File: config.mk
export PLATFORM = sky130hd
export DESIGN_NAME = dac_wave_ctrl
export DESIGN_NICKNAME = d
export VERILOG_FILES = /design/src/rtl/dac_pkg.sv /design/src/rtl/dac_tick_div.sv /design/src/rtl/dac_wave_ctrl.sv
export SDC_FILE = /design/constraint.sdc
export NUM_CORES = 1
export LEC_CHECK = 0
export CAP_MARGIN = 20
export CORE_ASPECT_RATIO = 1.25
export CORE_MARGIN = 2
export CORE_UTILIZATION = 56
export CTS_CLUSTER_DIAMETER = 30
export CTS_CLUSTER_SIZE = 10
export DETAILED_ROUTE_END_ITERATION = 10
export PLACE_DENSITY = 0.9
export SYNTH_ARGS = -nofsm -noshare
export SYNTH_HDL_FRONTEND = slang
export SYNTH_SLANG_ARGS = --single-unit
File: constraint.sdc
create_clock -name clk -period 2.5 [get_ports clk]
set_input_delay 0.25 -clock clk [delete_from_list [all_inputs] [get_ports clk]]
set_output_delay 0.25 -clock clk [all_outputs]
set_load 0.1 [all_outputs]
File: src/rtl/dac_pkg.sv
// Shared constants and types for the DAC waveform playback controller.
package dac_pkg;

   localparam logic [1:0] REG_CTRL   = 2'd0;
   localparam logic [1:0] REG_DIV    = 2'd1;
   localparam logic [1:0] REG_WAVE   = 2'd2;
   localparam logic [1:0] REG_CYCLES = 2'd3;

   localparam int CTRL_RUN_BIT    = 0;
   localparam int CTRL_SINGLE_BIT = 1;

   localparam int TABLE_LEN_DEF = 98;

   typedef enum logic {
      IDLE = 1'b0,
      RUN  = 1'b1
   } state_t;

endpackage

File: src/rtl/dac_tick_div.sv
// Sample-rate divider: emits one tick every div+1 cycles while not held in clear.
module dac_tick_div #(
   parameter int DIV_W = 10
) (
   input  logic             clk,
   input  logic             rst_n,
   input  logic             clear,
   input  logic [DIV_W-1:0] div,
   output logic             tick
);

   logic [DIV_W-1:0] cnt;

   assign tick = !clear && (cnt == div);

   always_ff @(posedge clk or negedge rst_n) begin
      if (!rst_n) begin
         cnt <= '0;
      end else if (clear || tick) begin
         cnt <= '0;
      end else begin
         cnt <= cnt + 1'b1;
      end
   end

endmodule

File: src/rtl/dac_wave_ctrl.sv
// DAC waveform playback sequencer: config registers, period-boundary shadows,
// ROM address/enable generation and sample-valid alignment.
//
//   state | meaning
//   IDLE  | no playback, index and divider held at 0, waiting for CTRL.run
//   RUN   | stepping through the active table, shadows reload at each wrap
module dac_wave_ctrl
   import dac_pkg::*;
#(
   parameter int IDX_W     = 7,
   parameter int WAVE_W    = 2,
   parameter int TABLE_LEN = TABLE_LEN_DEF,
   parameter int DIV_W     = 10
) (
   input  logic                    clk,
   input  logic                    rst_n,
   input  logic                    cfg_wr,
   input  logic [1:0]              cfg_addr,
   input  logic [15:0]             cfg_wdata,
   output logic [WAVE_W+IDX_W-1:0] rd_addr,
   output logic                    rd_en,
   output logic                    sample_valid,
   output logic                    running,
   output logic                    done
);

   localparam logic [IDX_W-1:0] LAST_IDX = IDX_W'(TABLE_LEN - 1);

   logic              ctrl_run;
   logic              ctrl_single;
   logic [DIV_W-1:0]  div_reg;
   logic [WAVE_W-1:0] wave_reg;
   logic [7:0]        cyc_reg;

   state_t            state;
   logic [IDX_W-1:0]  index;
   logic [DIV_W-1:0]  div_act;
   logic [WAVE_W-1:0] wave_act;
   logic [7:0]        cyc_left;

   logic              tick;
   logic              period_end;
   logic              single_end;
   logic              stop_now;
   logic [7:0]        cyc_eff;
   logic              cfg_unused;

   assign cfg_unused = ^cfg_wdata[15:DIV_W];

   assign period_end = tick && (index == LAST_IDX);
   assign single_end = period_end && ctrl_single && (cyc_left == 8'd1);
   assign stop_now   = period_end && (!ctrl_run || single_end);
   assign cyc_eff    = (cyc_reg == 8'd0) ? 8'd1 : cyc_reg;

   assign running = (state == RUN);
   assign rd_en   = (state == RUN);
   assign rd_addr = {wave_act, index};

   dac_tick_div #(.DIV_W(DIV_W)) u_tick_div (
      .clk   (clk),
      .rst_n (rst_n),
      .clear (state == IDLE),
      .div   (div_act),
      .tick  (tick)
   );

   // The single-shot completion clear is placed last so it overrides a CTRL write in the same cycle.
   always_ff @(posedge clk or negedge rst_n) begin
      if (!rst_n) begin
         ctrl_run    <= 1'b0;
         ctrl_single <= 1'b0;
         div_reg     <= '0;
         wave_reg    <= '0;
         cyc_reg     <= '0;
      end else begin
         if (cfg_wr) begin
            case (cfg_addr)
               REG_CTRL: begin
                  ctrl_run    <= cfg_wdata[CTRL_RUN_BIT];
                  ctrl_single <= cfg_wdata[CTRL_SINGLE_BIT];
               end
               REG_DIV:  div_reg  <= cfg_wdata[DIV_W-1:0];
               REG_WAVE: wave_reg <= cfg_wdata[WAVE_W-1:0];
               default:  cyc_reg  <= cfg_wdata[7:0];
            endcase
         end
         if (single_end) begin
            ctrl_run <= 1'b0;
         end
      end
   end

   always_ff @(posedge clk or negedge rst_n) begin
      if (!rst_n) begin
         state        <= IDLE;
         index        <= '0;
         div_act      <= '0;
         wave_act     <= '0;
         cyc_left     <= '0;
         done         <= 1'b0;
         sample_valid <= 1'b0;
      end else begin
         done         <= 1'b0;
         sample_valid <= (state == RUN);
         case (state)
            IDLE: begin
               index <= '0;
               if (ctrl_run) begin
                  state    <= RUN;
                  div_act  <= div_reg;
                  wave_act <= wave_reg;
                  cyc_left <= cyc_eff;
               end
            end
            default: begin
               if (period_end) begin
                  index    <= '0;
                  div_act  <= div_reg;
                  wave_act <= wave_reg;
                  cyc_left <= ctrl_single ? (cyc_left - 8'd1) : cyc_eff;
                  if (stop_now) begin
                     state <= IDLE;
                     done  <= 1'b1;
                  end
               end else if (tick) begin
                  index <= index + 1'b1;
               end
            end
         endcase
      end
   end

endmodule

==> results by group, run 1 <==
Logic synthesis
  – Netlist cell types: 46
  – EDFF count, synth: 0
  – Post-synth top flop: dfrtp_1
  – Synth Warn #: 0
  – Post-synth ARST share: 100.0%
  – Syn Std Cell Area: 3003 sq um
  – Syn Area/Cell: 11.96 sq um
  – Syn Inst Count: 251
  – #FFs+latches synth: 62
  – Seq/Total Area, Yosys: about 52%
  – Syn nets: about 280

Route
  – Routed vias/inst: 5.711
  – 1st-iter DRT viols: 115
  – WL final: 5981 microns
  – Via count: 2016
  – First-pass detailed-route iteration total: 4
  – WL per Instance: 16.94 microns
  – Drc violations: 0
  – Remaining antenna violation count: 0

Timing
  – Worst Max-Slew Pin Slew: 0.7688 ns
  – Final setup viols: 0
  – Final Max Tran Viols: 0
  – Tcrit/Tclk final: 88.65%
  – Fmax: about 0.45 GHz
  – RSZ-0062 raised after global routing: false
  – Worst Skew: 0.003585 ns
  – Slew headroom: 48.57%
  – Tmin final: 2.216 ns
  – Fin Setup TNS: 0 ns
  – Hold Fails Final Rpt: 0

Clock tree
  – Worst skew pair latency: 0.33 ns
  – # Post-CTS Setup Buffers: 0
  – Bufs on Longest Clock Path: 2
  – Root Buffer: clkbuf_8
  – H-Tree Level Count: 3
  – CTS tree: yes
  – Clk sinks: 62
  – Clock Pin Slew Worst Setup and Hold Paths: 0.07 ns
  – CTS Buf Count: 9

Placed design
  – GP Congestion: slightly below 0.8
  – Post-DP HPWL: between 4000 and 5000 microns
  – Port Buffer Count: 27

Final layout
  – Number of diodes: 0
  – Util after Layout: 69.53%
  – Fill count: approximately 350
  – Share of layout cells above drive strength 1: 26.12%
  – Synth-to-Final Area Change: 18.46%
  – Final net count: 312

Global route
  – Initial antenna violation count: 0
  – Final global-route overflow total: 0
  – Global-route wire length before repair: 10230 microns
  – Number of global-route vias before repair: 2106
  – Total track usage: 22.65%
  – Largest net degree at the start of global routing: 37

Setup path
  – Reg2reg end: cyc_left[5]
  – CP Class: reg -> reg
  – Reg-to-reg startpoint: index[0]
  – Startpoint Class: flip-flop
  – Worst setup path endpoint: cyc_left[5]
  – Crit end category: flip-flop
  – Critical Path Fanout Max: 18
  – CP max stage cell: a2bb2oi_4
  – Worst R2R Path Depth: 5
  – Flop-to-flop setup slack: 0.28 ns
  – Worst path arrival time: 2.44 ns
  – CP Cell Sequence: ha_1 > and3_1 > nand2_1 > a2bb2oi_4 > mux2_2
  – Beginning of the critical path: index[0]
  – WP data required: 2.72 ns
  – CP max stage delay: 0.61 ns

Power
  – Power Density: ~1100 nW/um^2
  – Pleak: about 1.6 nW
  – Worst vdd ir: 681.1 uV
  – Tot Pwr: between 0.003 and 0.004 W

Die
  – Ports: 34
  – Die ar.: 5968 sq um
  – Die Span Y: roughly 86 microns
  – Row count: 29
  – Die X: just under 70 microns
  – Core footprint: 5116 sq um
  – Initial Util: 58.69%

Run status
  – Status: finished, final reports clean

Hold path
  – Worst Hold Class: in -> async

Run
  – MaxCap Viol Count: 0
==> logic make-up (layout without fill, tap and decap cells) <==
group                      after synthesis  after routing  synth area share, %
and+or+nand+nor                         79             79                13.62
xor gates and xnor gates                23             23                6.708
AOI/OAI and AO/OA                       25             25                6.418
DFF                                     62             62                51.67
buffers and inverters                   13             53                2.125
muxes                                   44             44                17.37
adders and majority gates                5              5                2.083
==> worst max-delay path, delay by kind of cell, from the launching register on <==
kind            cells  cell delay, ns
compound gates      1            0.61
fa+ha+maj           1            0.24
flops               1            0.45
mux                 1            0.42
simple gates        2            0.39
==> per-stage QoR <==
stage,hold WS [ns],worst slack [ns],std cells,area [sq um]
2_1_floorplan,-0.04559,0.03377,251,3005
3_3_place_gp,0.2840,0.3375,336,3313
3_5_place_dp,0.2908,0.3034,336,3313
4_1_cts,0.4744,0.2741,353,3557
5_1_grt,0.5123,0.1666,353,3557
6_report,0.4748,0.2838,353,3557
==> metal layers <==
metal | routed length, microns | up-vias | share of wire, % | GRT usage (%)
met5 | 0 | - | 0 | 0
met4 | 198 | 0 | 3.3 | 11.41
met3 | 189 | 14 | 3.2 | 6.110
met2 | 3136 | 41 | 52 | 38.64
met1 | 2457 | 994 | 41 | 26.38
li1 | - | 967 | - | -
==> final cells by class <==
class	instances	area, sq um	share of cell area [%]
well taps	62	77.57	2.181
clock buffers	13	168.9	4.749
clock inverters	3	65.06	1.829
multi-input cells	176	1388	39.01
flip-flops and latches	62	1554	43.69
repair buffers	32	285.3	8.020
inverters	5	18.77	0.5276
==> cells in the mapped netlist, types with 3 or more instances <==
library cell,count,area [sq um]
mux2_4,9,135.1
mux2i_1,6,60.06
nor2_1,19,71.32
nand3_1,5,25.02
mux2_2,29,326.6
dfrtp_1,62,1551
and3_1,5,31.28
nor3_1,5,25.02
nor4_1,3,18.77
clkbuf_1,3,11.26
nand2_1,20,75.07
xor2_1,5,43.79
ha_1,5,62.56
xnor2_1,18,157.7
nand4_1,4,25.02
or3_1,6,37.54
nand3b_1,3,22.52
inv_1,5,18.77
a21oi_1,9,45.04
==> timing repair <==
action                                 CTS  global route
endpoints found under the hold margin   26             0
hold buffers                             1             0
gates resized for setup                  0             0
==> how the worst min path moves through the flow <==
stage	slack [ns]	end	start	depth (start not counted)
floorplan	-0.05	ctrl_run	rst_n	0
global placement	0.28	div_reg[6]	rst_n	1
detailed placement	0.29	div_reg[8]	rst_n	1
CTS	0.47	wave_reg[1]	rst_n	2
global route	0.51	wave_reg[1]	rst_n	2
finish	0.47	wave_reg[1]	rst_n	2
==> report_power, final <==
| part | switching [W] | internal [W] |
|---|---|---|
| clock network | 0.000372 | 0.000642 |
| registers | 0.000292 | 0.00126 |
| logic | 0.000645 | 0.000523 |
| total | 0.00131 | 0.00243 |
==> cells in the final DEF (no fill, tap or decap), types with 2 or more instances in the layout <==
cell,netlist,layout
a21oi_1,9,9
and2_1,2,2
and3_1,5,5
buf_4,1,16
bufinv_16,0,2
clkbuf_8,0,12
clkdlybuf4s50_1,0,13
dfrtp_1,62,60
dfrtp_2,0,2
ha_1,5,5
inv_1,5,5
mux2_2,29,29
mux2_4,9,9
mux2i_1,6,6
nand2_1,20,20
nand3_1,5,5
nand3b_1,3,3
nand4_1,4,4
nor2_1,19,19
nor3_1,5,5
nor4_1,3,3
o41ai_1,2,2
or3_1,6,6
xnor2_1,18,18
xor2_1,5,5
No activity file was read; power rests on OpenSTA's default activity.
==> run 2, diff against run 1 <==
- ABC_AREA: not set -> 1
- PLACE_DENSITY: 0.9 -> 0.88
==> results by group, run 2 <==
Run status
  – Status: finished, final reports clean (unchanged)

Placed design
  – Post-DP HPWL: 4627 microns (was 4120 microns)
  – Place WS: 0.4907 ns (was 0.3034 ns)
  – Cell Area, Placed: 3364 sq um (was 3313 sq um)
  – Port Buffer Count: 27 (unchanged)
  – GP Congestion: 0.8970 (was 0.7875)

Power
  – Pleak: 1.846 nW (was 1.634 nW)
  – Worst vdd ir: 713.7 uV (was 681.1 uV)
  – Power Density: 1045 nW/um^2 (was 1050 nW/um^2)

Setup path
  – Startpoint Class: flip-flop (unchanged)
  – WP data required: 2.80 ns (was 2.72 ns)
  – Worst path arrival time: 2.32 ns (was 2.44 ns)
  – CP max stage delay: 0.44 ns (was 0.61 ns)
  – Crit end category: flip-flop (unchanged)
  – Critical Path Fanout Max: 22 (was 18)
  – CP Cell Sequence: inv_1 > ha_1 > nand4_1 > nor3_4 > nand4_4 > nand2_4 > nand2_1 > nand2_1 (was ha_1 > and3_1 > nand2_1 > a2bb2oi_4 > mux2_2)
  – CP Class: reg -> reg (unchanged)
  – CP max stage cell: dfrtp_1 (was a2bb2oi_4)
  – Cell mode on critical path: nand2_1

Run
  – MaxCap Viol Count: 0 (unchanged)

Final layout
  – Final Cell Area: 3578 sq um (was 3557 sq um)
  – Synth-to-Final Area Change: 15.09% (was 18.46%)
  – Commonest non-fill, non-tap cell in the layout: nand2_1 (was dfrtp_1)
  – Commonest non-fill, non-tap cells in the layout: 126 x nand2_1, 62 x dfrtp_1, 38 x inv_1 (was 60 x dfrtp_1, 29 x mux2_2, 20 x nand2_1)
  – Share of layout cells above drive strength 1: 11.19% (was 26.12%)
  – Number of diodes: 0 (unchanged)
  – Fill count: 478 (was 345)
  – Final net count: 441 (was 312)

Logic synthesis
  – Synth area leader: dfrtp_1 (unchanged)
  – Seq/Total Area, Yosys: 49.90% (was 51.67%)
  – Synth Warn #: 0 (unchanged)
  – Post-synth top cells: 126 x nand2_1, 62 x dfrtp_1, 38 x inv_1 (was 62 x dfrtp_1, 29 x mux2_2, 20 x nand2_1)
  – Post-synth ARST share: 100.0% (unchanged)
  – EDFF count, synth: 0 (unchanged)
  – Post-synth top flop: dfrtp_1 (unchanged)
  – Syn nets: 411 (was 277)
  – Syn Inst Count: 385 (was 251)
  – Post-synth top area share: 49.90% (was 51.67%)
  – #FFs+latches synth: 62 (unchanged)
  – Count leader, synth: nand2_1 (was dfrtp_1)
  – Syn Area/Cell: 8.076 sq um (was 11.96 sq um)
  – Netlist cell types: 30 (was 46)
  – Top post-synthesis cells by area: dfrtp_1 50%, nand2_1 15%, nand3_1 5.5% (was dfrtp_1 52%, mux2_2 11%, xnor2_1 5.2%)
  – Syn Std Cell Area: 3109 sq um (was 3003 sq um)

Route
  – First-pass detailed-route iteration total: 5 (was 4)
  – Drc violations: 0 (unchanged)
  – WL per Instance: 13.49 microns (was 16.94 microns)
  – Remaining antenna violation count: 0 (unchanged)
  – Routed vias/inst: 5.357 (was 5.711)
  – 1st-iter DRT viols: 197 (was 115)
  – Via count: 2593 (was 2016)
  – WL final: 6530 microns (was 5981 microns)

Global route
  – Number of global-route vias before repair: 2557 (was 2106)
  – Total track usage: 24.09% (was 22.65%)
  – Initial antenna violation count: 0 (unchanged)
  – Global-route wire length before repair: 11440 microns (was 10230 microns)
  – Final global-route overflow total: 0 (unchanged)
  – Largest net degree at the start of global routing: 30 (was 37)

Die
  – Die ar.: 6168 sq um (was 5968 sq um)
  – Die X: 70.65 microns (was 69.50 microns)
  – Row count: 30 (was 29)
  – Die Span Y: 87.31 microns (was 85.87 microns)
  – Core footprint: 5405 sq um (was 5116 sq um)
  – Initial Util: 57.52% (was 58.69%)
  – Ports: 34 (unchanged)

Timing
  – Final Max Tran Viols: 0 (unchanged)
  – Worst Skew: 0.005727 ns (was 0.003585 ns)
  – Final setup viols: 0 (unchanged)
  – Hold Fails Final Rpt: 0 (unchanged)
  – Fin Setup TNS: 0 ns (unchanged)
  – Final setup margin: 0.4806 ns (was 0.2838 ns)
  – Tmin final: 2.019 ns (was 2.216 ns)
  – Fmax: 0.4952 GHz (was 0.4512 GHz)
  – Slew headroom: 56.07% (was 48.57%)
  – Tcrit/Tclk final: 80.78% (was 88.65%)
  – Worst Max-Slew Pin Slew: 0.6571 ns (was 0.7688 ns)
  – RSZ-0062 raised after global routing: false (unchanged)
  – Hold slack: 0.4522 ns (was 0.4748 ns)

Clock tree
  – Clock Pin Slew Worst Setup and Hold Paths: 0.08 ns (was 0.07 ns)
  – Clk sinks: 62 (unchanged)
  – Worst skew pair latency: 0.35 ns (was 0.33 ns)
  – Root Buffer: clkbuf_8 (unchanged)
  – CTS tree: yes (unchanged)
  – H-Tree Level Count: 3 (unchanged)
  – Bufs on Longest Clock Path: 2 (unchanged)
  – CTS Buf Count: 9 (unchanged)
  – CTS Hold Buffers Added: 1 (unchanged)
  – PostCTS Resize Cnt: 0 (unchanged)
  – # Post-CTS Setup Buffers: 0 (unchanged)

Hold path
  – Worst Hold Class: in -> async (unchanged)
==> run 2: changes by cell type after synthesis, moves of 6 or more <==
cell	delta
mux2i_1	-6
or3_1	-6
mux2_2	-27
inv_1	+33
nand3_1	+29
nor2_1	+9
o21ai_0	+28
nand2_1	+106
mux2_4	-9
xnor2_1	-11
==> run 2: metrics by stage <==
stage | cells | utilization, % | total power [W]
6_report | 484 | 66.20 | 0.003740
5_1_grt | 484 | 66.20 | 0.003998
3_5_place_dp | 467 | 62.25 | 0.002821
4_1_cts | 484 | 66.20 | 0.003745
3_3_place_gp | 467 | 62.25 | 0.002753
2_1_floorplan | 385 | - | 0.002508
==> run 2: routing by layer <==
layer  up-vias  GRT usage, %  routed length [microns]
met1      1223         28.16                     2786
li1       1280             -                        -
met4         0         14.07                      240
met3        18         4.630                      259
met2        72         41.34                     3244
met5         -             0                        0
==> run 2: final cells by class <==
class	count	area [sq um]	share of cell area, %
Sequential cell	62	1551	43.36
Multi-Input combinational cell	268	1316	36.78
Timing Repair Buffer	31	265.3	7.413
Inverter	43	161.4	4.510
Clock buffer	9	123.9	3.462
Clock inverter	7	80.08	2.238
Tap cell	64	80.08	2.238
==> run 2: worst max-delay path, delay by kind of cell (launching register included) <==
| kind | cells | cell delay, ns |
|---|---|---|
| flops | 1 | 0.44 |
| buf+inv | 1 | 0.09 |
| simple gates | 6 | 1.28 |
| fa+ha+maj | 1 | 0.13 |
==> run 2: worst paths after layout <==
path / startpoint / end / slack, ns / cells after the start
setup / recovery: index[1] / div_act[6] / 0.48 / 8
hold / removal: rst_n / u_tick_div.cnt[8] / 0.45 / 2
setup reg to reg: index[1] / div_act[6] / 0.48 / 8
hold reg to reg: div_reg[3] / div_act[3] / 0.47 / 2
max in group asynchronous: rst_n / ctrl_single / 1.35 / 3
min in group clk: div_reg[3] / div_act[3] / 0.47 / 2
==> run 2: kinds of logic (layout without fill, tap and decap cells) <==
group,Yosys count,count (layout),synth area share [%]
simple gates,209,209,29.38
flops,62,62,49.90
buf+inv,55,90,7.767
compound gates,39,39,6.559
xor+xnor,13,13,3.662
fa+ha+maj,5,5,2.012
mux,2,2,0.7243
==> run 2: where the power goes <==
part           switching, W  internal, W
registers          0.000247      0.00125
logic              0.000900     0.000423
clock network      0.000445     0.000473
total               0.00159      0.00215
==> run 3, diff against run 2 <==
- CORE_UTILIZATION: 56 -> 51
- PLACE_DENSITY: 0.88 -> 0.85
- clock period: 2.5 -> 1.7 ns (I/O delays scaled with it)
==> results by group, run 3 (synthesis gave the netlist of run 2 again) <==
Final layout
  – Synth-to-Final Area Change: 28.85% (was 15.09%)
  – Number of diodes: 0 (unchanged)
  – Commonest non-fill, non-tap cell in the layout: nand2_1 (unchanged)
  – Share of layout cells above drive strength 1: 18.35% (was 11.19%)
  – Final Cell Area: 4006 sq um (was 3578 sq um)
  – Commonest non-fill, non-tap cells in the layout: 125 x nand2_1, 54 x dfrtp_1, 37 x inv_1 (was 126 x nand2_1, 62 x dfrtp_1, 38 x inv_1)
  – Util after Layout: 68.40% (was 66.20%)
  – Final net count: 457 (was 441)

Power
  – Pleak: 1.994 nW (was 1.846 nW)
  – Power Density: 1456 nW/um^2 (was 1045 nW/um^2)
  – Worst vdd ir: 1139 uV (was 713.7 uV)

Timing
  – Fmax: 0.5716 GHz (was 0.4952 GHz)
  – Fin Setup TNS: -0.06588 ns (was 0 ns)
  – Worst Skew: 0.006964 ns (was 0.005727 ns)
  – Hold slack: 0.3164 ns (was 0.4522 ns)
  – RSZ-0062 raised after global routing: true (was false)
  – Hold Fails Final Rpt: 0 (unchanged)
  – Final Max Tran Viols: 0 (unchanged)
  – Slew headroom: 68.34% (was 56.07%)
  – Tmin final: 1.750 ns (was 2.019 ns)
  – Final setup viols: 4 (was 0)
  – Tcrit/Tclk final: 102.9% (was 80.78%)
  – Final setup margin: -0.04955 ns (was 0.4806 ns)
  – Worst Max-Slew Pin Slew: 0.4736 ns (was 0.6571 ns)

Clock tree
  – CTS Buf Count: 9 (unchanged)
  – CTS tree: yes (unchanged)
  – Root Buffer: clkbuf_8 (unchanged)
  – Bufs on Longest Clock Path: 2 (unchanged)
  – Worst skew pair latency: 0.34 ns (was 0.35 ns)
  – H-Tree Level Count: 3 (unchanged)
  – Clock Pin Slew Worst Setup and Hold Paths: 0.07 ns (was 0.08 ns)
  – Clk sinks: 62 (unchanged)

Die
  – Initial Util: 53.09% (was 57.52%)
  – Die Span Y: 91.30 microns (was 87.31 microns)
  – Core footprint: 5857 sq um (was 5405 sq um)
  – Die X: 73.84 microns (was 70.65 microns)
  – Die ar.: 6741 sq um (was 6168 sq um)
  – Row count: 31 (was 30)
  – Ports: 34 (unchanged)

Route
  – 1st-iter DRT viols: 233 (was 197)
  – Drc violations: 0 (unchanged)
  – First-pass detailed-route iteration total: 5 (unchanged)
  – WL per Instance: 13.99 microns (was 13.49 microns)
  – Routed vias/inst: 5.270 (was 5.357)
  – Remaining antenna violation count: 0 (unchanged)
  – WL final: 7248 microns (was 6530 microns)
  – Via count: 2730 (was 2593)

Global route
  – Final global-route overflow total: 0 (unchanged)
  – Global-route wire length before repair: 11630 microns (was 11440 microns)
  – Initial antenna violation count: 0 (unchanged)
  – Number of global-route vias before repair: 2560 (was 2557)
  – Largest net degree at the start of global routing: 44 (was 30)
  – Total track usage: 22.33% (was 24.09%)

Setup path
  – Startpoint Class: flip-flop (unchanged)
  – Critical Path Fanout Max: 6 (was 22)
  – Crit end category: flip-flop (unchanged)
  – CP Class: reg -> reg (unchanged)
  – Worst path arrival time: 1.98 ns (was 2.32 ns)
  – WP data required: 1.93 ns (was 2.80 ns)

Run
  – MaxCap Viol Count: 0 (unchanged)

Run status
  – Status: complete, but fails checks (was finished, final reports clean)
  – Violated checks: setup timing

Placed design
  – GP Congestion: 0.8683 (was 0.8970)
  – Cell Area, Placed: 3669 sq um (was 3364 sq um)
  – Port Buffer Count: 27 (unchanged)
  – Post-DP HPWL: 4646 microns (was 4627 microns)

Hold path
  – Worst Hold Class: in -> async (unchanged)
[run 3: path summary, 6_finish.rpt]
kind | from | endpoint | slack (ns) | depth (start not counted)
worst max-delay path | u_tick_div.cnt[4] | div_act[0] | -0.05 | 11
worst min-delay path | rst_n | u_tick_div.cnt[5] | 0.32 | 2
worst max register to register | u_tick_div.cnt[4] | div_act[0] | -0.05 | 11
worst min register to register | div_reg[4] | div_act[4] | 0.47 | 2
max in group asynchronous | rst_n | cyc_left[7] | 0.80 | 3
min in group clk | cfg_wdata[3] | div_reg[3] | 0.43 | 3
[run 3: what timing repair did]
item	CTS	global route
hold buffers	1	0
buffers inserted	0	4
setup endpoints to repair	0	31
resized for setup	0	15
endpoints found under the hold margin	19	0
[run 3: routing by layer]
metal | track usage (%) | share of wire (%)
met1 | 28.94 | 41
met2 | 34.82 | 51
met3 | 4.994 | 3.6
met4 | 10.91 | 3.9
met5 | 0 | 0
[run 3: through the flow]
step	std cells	setup slack (ns)	total power, W
final	518	-0.04955	0.005832
after global routing	518	-0.1229	0.006200
after CTS	513	0.005713	0.005688
after detailed placement	496	0.03268	0.004371
after global placement	496	0.09569	0.004281
after floorplan	385	-0.1097	0.003714
[run 3: cell type report]
type	instances	area, sq um
clock buffer	13	158.9
clock inverter	3	42.54
inverter	43	163.9
multi-input combinational	269	1403
tap	82	102.6
fill	422	1851
sequential	62	1567
timing repair buffer	46	569.3
[run 3: where the power goes]
group	switching, W	internal [W]	total [W]	leakage, nW
sequential	0.000372	0.00185	0.00222	0.781
clock	0.000553	0.000755	0.00131	0.0996
combinational	0.00146	0.000840	0.00230	1.11
total	0.00238	0.00345	0.00583	1.99
[run 3: worst max-delay path, cell delays in order (launching register included)]
cell	delay, ns
dfrtp_1	0.43
inv_2	0.09
nand2_1	0.08
nand2_1	0.09
nor2_4	0.12
inv_2	0.06
nor2_4	0.14
nand4_4	0.15
buf_6	0.16
buf_12	0.12
nand3_1	0.10
nand2_1	0.08
